File: src/rtl/ldpc_3gpp_dec_cnode_p_min_acc.sv
// Check-node partial min accumulator.
// Merges the framed {min1, min2, min1_col, sign} beats of one row into the row's
// two minimums. The result is registered one cycle after the last beat. A second
// register stage applies the offset-min-sum correction and drives oval.
module ldpc_3gpp_dec_cnode_p_min_acc #(
    parameter int pLLR_W  = 5,
    parameter int pNODE_W = 8,
    parameter int pOFFSET = 1
) (
    input  logic               iclk,
    input  logic               ireset,
    input  logic               iclkena,
    input  logic               ival,
    input  logic               isop,
    input  logic               ieop,
    input  logic [pLLR_W-2:0]  ivn_min1,
    input  logic [pLLR_W-2:0]  ivn_min2,
    input  logic [pNODE_W-1:0] ivn_min1_col,
    input  logic               ivn_sign,
    output logic               oval,
    output logic [pLLR_W-2:0]  omin1,
    output logic [pLLR_W-2:0]  omin2,
    output logic [pNODE_W-1:0] omin1_col,
    output logic               osign,
    output logic               oerr
);

    localparam int cMAG_W = pLLR_W - 1;
    localparam logic [cMAG_W-1:0] cOFF = cMAG_W'(pOFFSET);

    typedef enum logic {IDLE, ACC} state_t;

    typedef struct packed {
        logic [cMAG_W-1:0]  min1;
        logic [cMAG_W-1:0]  min2;
        logic [pNODE_W-1:0] col;
        logic               sign;
    } mins_t;

    state_t state;
    mins_t  acc;
    mins_t  beat;
    mins_t  mrg;
    mins_t  nxt;
    mins_t  res;
    logic   res_val;

    // Subtract the offset from a magnitude, clamping at zero.
    function automatic logic [cMAG_W-1:0] sat_off(input logic [cMAG_W-1:0] m);
        return (m > cOFF) ? (m - cOFF) : '0;
    endfunction

    // Merge the incoming beat into the accumulator. Strict compares make ties keep
    // the accumulator, so the earliest column wins. An isop beat restarts the row
    // from the beat alone, which also covers a framing restart while in ACC.
    always_comb begin
        beat = '{min1: ivn_min1, min2: ivn_min2, col: ivn_min1_col, sign: ivn_sign};
        mrg  = acc;
        if (ivn_min1 < acc.min1) begin
            mrg.min1 = ivn_min1;
            mrg.col  = ivn_min1_col;
            mrg.min2 = (ivn_min2 < acc.min1) ? ivn_min2 : acc.min1;
        end else begin
            mrg.min2 = (ivn_min1 < acc.min2) ? ivn_min1 : acc.min2;
        end
        mrg.sign = acc.sign ^ ivn_sign;
        nxt      = isop ? beat : mrg;
    end

    // Framing FSM, accumulator and first result register.
    always_ff @(posedge iclk or posedge ireset) begin
        if (ireset) begin
            state   <= IDLE;
            acc     <= '0;
            res     <= '0;
            res_val <= 1'b0;
            oerr    <= 1'b0;
        end else if (iclkena) begin
            res_val <= 1'b0;
            oerr    <= 1'b0;
            if (ival) begin
                if (state == IDLE && !isop) begin
                    // Stray beat outside a row: drop it.
                    oerr <= 1'b1;
                end else begin
                    // An isop while in ACC abandons the partial row.
                    if (state == ACC && isop)
                        oerr <= 1'b1;
                    if (ieop) begin
                        res     <= nxt;
                        res_val <= 1'b1;
                        state   <= IDLE;
                    end else begin
                        acc   <= nxt;
                        state <= ACC;
                    end
                end
            end
        end
    end

    // Output stage: offset correction, outputs hold until the next row result.
    always_ff @(posedge iclk or posedge ireset) begin
        if (ireset) begin
            oval      <= 1'b0;
            omin1     <= '0;
            omin2     <= '0;
            omin1_col <= '0;
            osign     <= 1'b0;
        end else if (iclkena) begin
            oval <= res_val;
            if (res_val) begin
                omin1     <= sat_off(res.min1);
                omin2     <= sat_off(res.min2);
                omin1_col <= res.col;
                osign     <= res.sign;
            end
        end
    end

endmodule

File: config.mk
export PLATFORM = sky130hd
export DESIGN_NAME = ldpc_3gpp_dec_cnode_p_min_acc
export DESIGN_NICKNAME = d
export VERILOG_FILES = /design/src/rtl/ldpc_3gpp_dec_cnode_p_min_acc.sv
export SDC_FILE = /design/constraint.sdc
export NUM_CORES = 1
export LEC_CHECK = 0
export CORE_UTILIZATION = 46
export DETAILED_ROUTE_END_ITERATION = 7
export PLACE_DENSITY = 0.7
export SETUP_SLACK_MARGIN = 0.15
export SYNTH_ARGS = -nofsm -noshare
export SYNTH_HDL_FRONTEND = slang
export SYNTH_SLANG_ARGS = --single-unit
export TNS_END_PERCENT = 100
File: constraint.sdc
create_clock -name iclk -period 3.6 [get_ports iclk]
set_clock_uncertainty 0.2 [all_clocks]
set_input_delay 0.9 -clock iclk [delete_from_list [all_inputs] [get_ports iclk]]
set_output_delay 0.9 -clock iclk [all_outputs]
set_load 0.05 [all_outputs]
==> metrics.md <==
| Metric | Value |
|---|---|
| Status | completed |
| Synth Cell Area | 2800 um^2 |
| CTS Hold Bufs | 0 |
| Post-synthesis sequential area ratio | 49.2% |
| Final period util | 85.2% |
| Die ar. | 6400 um^2 |
| DR iter-0 viols | 77 |
| Fmax | 0.326 GHz |
| Worst Max-Slew Pin Slew | 0.676 ns |
| Critical path class | input pin to flop |
| Core area | 5890 um^2 |
| DRC | 0 |
| First-pass GRT wire length | 9190 um |
| Reg2reg setup slack | 1.14 ns |
| Most common cell in the netlist | dfrtp_1 |
| Vias per cell | 5.17 |
| Initial core utilization | 47.6% |
| Logic pwr share | 47.2% |
| RR Startpoint | acc[14]$_DFFE_PP0P_ |
| Clk slew on worst S/H paths | 0.10 ns |
| Num CTS Buffers | 5 |
| Hold WS | 0.284 ns |
| Post-cts resize count | 0 |
| Syn. warnings | 0 |
| Critical path launch point type | input pin |
| Max H-tree Level | 2 |
| GPL Wtd Cong | 0.823 |
| Worst-case clock buffer depth | 2 |
| DR WL/cell | 14.2 um |
| Die Height | 80.0 um |
| Initial antenna violation count | 0 |
| TritonRoute pass-1 iters | 4 |
| Max VDD drop | 0.376 mV |
| Sw frac | 41.3% |
| PortBufs | 41 |
| GR Util All Layers | 18.9% |
| Synth Net Count | 296 |
| Hold Path Depth | 2 |
| Top cells by count, synth | dfrtp_1, nand2_1, o21ai_0, inv_1, mux2i_1 |
| Synth area leader | dfrtp_1 |
| CP required | 3.61 ns |
| Setup tns final | 0 ns |
| CP Data Arrival Time | 3.07 ns |
| Final hold violations | 0 |
| Synth area leaders | dfrtp_1, ha_1, mux2i_1 |
| Area grow syn2layout | 20.4% |
| PD cells | 750 nW/um^2 |
| Root Buffer | clkbuf_8 |
| Crit path from | ivn_min1[2] |
| Antenna cells | 0 |
| FP Rows | 28 |
| Worst hold path class | flop to flop |
| Layout fillers | 503 |
| TritonCTS Sinks | 55 |
| FF+latch area | 1380 um^2 |
| Layout cells sized above 1 | 13.5% |
| Area of the multi-input gates | 1300 um^2 |
| Number of synthesized register bits | 55 |
| Asr flop ratio synth | 100% |
| Yosys cell types | 35 |
| Endpoints failing setup | 0 |
| Hold Path End | omin1[3]$_DFFE_PP0P_ |
| Synth Area per Inst | 10.8 um^2 |
| CTS tree | built |
| Final HPWL DP | 4140 um |
| P_sw | 0.00104 W |
| Top cell type's share of synthesized area | 49.2% |
| RSZ-0062 raised after global routing | no |
| Final wirelength | 5370 um |
| Vias in the first global route | 1919 |
| DRT antenna net count | 0 |
| Fin. max-slew vios | 0 |
| Critical path capture point type | flop |
| EDFF count, synth | 0 |
| Design Power | 0.00253 W |
| Die Wd | 80.0 um |
| Maximum net fanout on the critical path | 11 |
| R2R Path End | acc[13]$_DFFE_PP0P_ |
| Top FF cell, synth | dfrtp_1 |
| Fin nets | 340 |
| Max cap viols | 0 |
| Leak Pwr | 1.54 nW |
| Cells after Synth | 259 |
| Clk pwr share | 13.3% |
| Fin crit period | 3.07 ns |
| HP Start | omin1[3]$_DFFE_PP0P_ |
| Number of post-CTS setup repair buffers | 0 |
| IO Pins | 42 |
| Slew headroom | 54.8% |
| R2R depth | 7 |
| Sequential Power Share | 39.5% |
| Worst skew pair latency | 0.31 ns |
| Total number of vias | 1961 |
| Grt ovf | 0 |
| Largest net degree at the start of global routing | 30 |
| Internal power | 0.00149 W |
## cells by family after synthesis
kind of cell / Yosys count / share of synthesized area, %
and+or+nand+nor: 60 / 9.83
xor gates and xnor gates: 3 / 0.939
DFF: 55 / 49.2
muxes: 39 / 16.3
AOI/OAI and AO/OA: 61 / 13.0
buffers and inverters: 27 / 4.51
adders and majority gates: 14 / 6.26
## per-stage QoR
stage                     utilization [%]  cells  cell area, um^2  setup slack, ns
after detailed placement             55.8    371             3290            0.182
final                                57.3    379             3370            0.531
after CTS                            57.3    379             3370            0.514
after floorplan                         -    259             2800            0.964
after global placement               55.8    371             3290            0.250
after global routing                 57.3    379             3370            0.372
## cells in the final DEF (no fill, tap or decap), types with 2 or more instances in the layout
master,Yosys,final
a21oi_1,9,9
a221o_1,3,3
a31oi_1,6,6
buf_4,0,6
clkbuf_8,0,5
clkdlybuf4s50_1,0,41
dfrtp_1,55,55
ha_1,14,14
inv_1,17,16
mux2_2,13,13
mux2_4,10,10
mux2i_1,16,16
nand2_1,35,35
nand3_1,2,2
nor2_1,12,12
nor3_1,2,2
nor3b_1,2,2
o211ai_1,3,3
o21a_1,3,3
o21ai_0,30,30
o311ai_0,2,2
xnor2_1,3,3
## critical path: stages
cell and delay, ns:
clkdlybuf4s50_1 0.50, ha_1 0.33, o211ai_1 0.10, o21ai_2 0.33
and2_4 0.28, nand2b_4 0.27, mux2_2 0.36
## sequential cells by signal, indices dropped and copies added, names as in the netlist
signal	flops
omin2	4
state	1
res_val	1
omin1	4
osign	1
res	17
acc	17
oval	1
oerr	1
omin1_col	8
## routing by layer
layer | share of wire, % | global-route usage, % | up-vias | wire length [um]
li1 | - | - | 988 | -
met1 | 51 | 27.6 | 931 | 2720
met2 | 45 | 28.5 | 36 | 2410
met3 | 3.3 | 3.54 | 6 | 179
met4 | 1.2 | 5.36 | 0 | 67
met5 | 0 | 0 | - | 0
## worst max path at each step
stage                          endpoint  slack, ns  cells past startpoint
floorplan           acc[14]$_DFFE_PP0P_       0.96                      7
global placement    acc[13]$_DFFE_PP0P_       0.25                      7
detailed placement  acc[13]$_DFFE_PP0P_       0.18                      7
CTS                 acc[13]$_DFFE_PP0P_       0.51                      7
global route        acc[13]$_DFFE_PP0P_       0.37                      7
finish              acc[13]$_DFFE_PP0P_       0.53                      7
## area by class of cell
type | count | share of cell area [%]
flip-flops and latches | 55 | 40.8
multi-input cells | 177 | 38.5
repair buffers | 47 | 13.5
well taps | 75 | 2.78
clock buffers | 6 | 2.15
inverters | 17 | 1.89
clock inverters | 2 | 0.371
## power by group through the flow
stage               clock network, W  logic [W]  registers (W)
finish                      0.000337    0.00119        0.00100
detailed placement                 0    0.00120        0.00101
global route                0.000364    0.00130        0.00103
CTS                         0.000336    0.00120        0.00100
global placement                   0    0.00118        0.00101
floorplan                          0   0.000525        0.00132
Note: power is estimated with default switching activity, not from simulation.
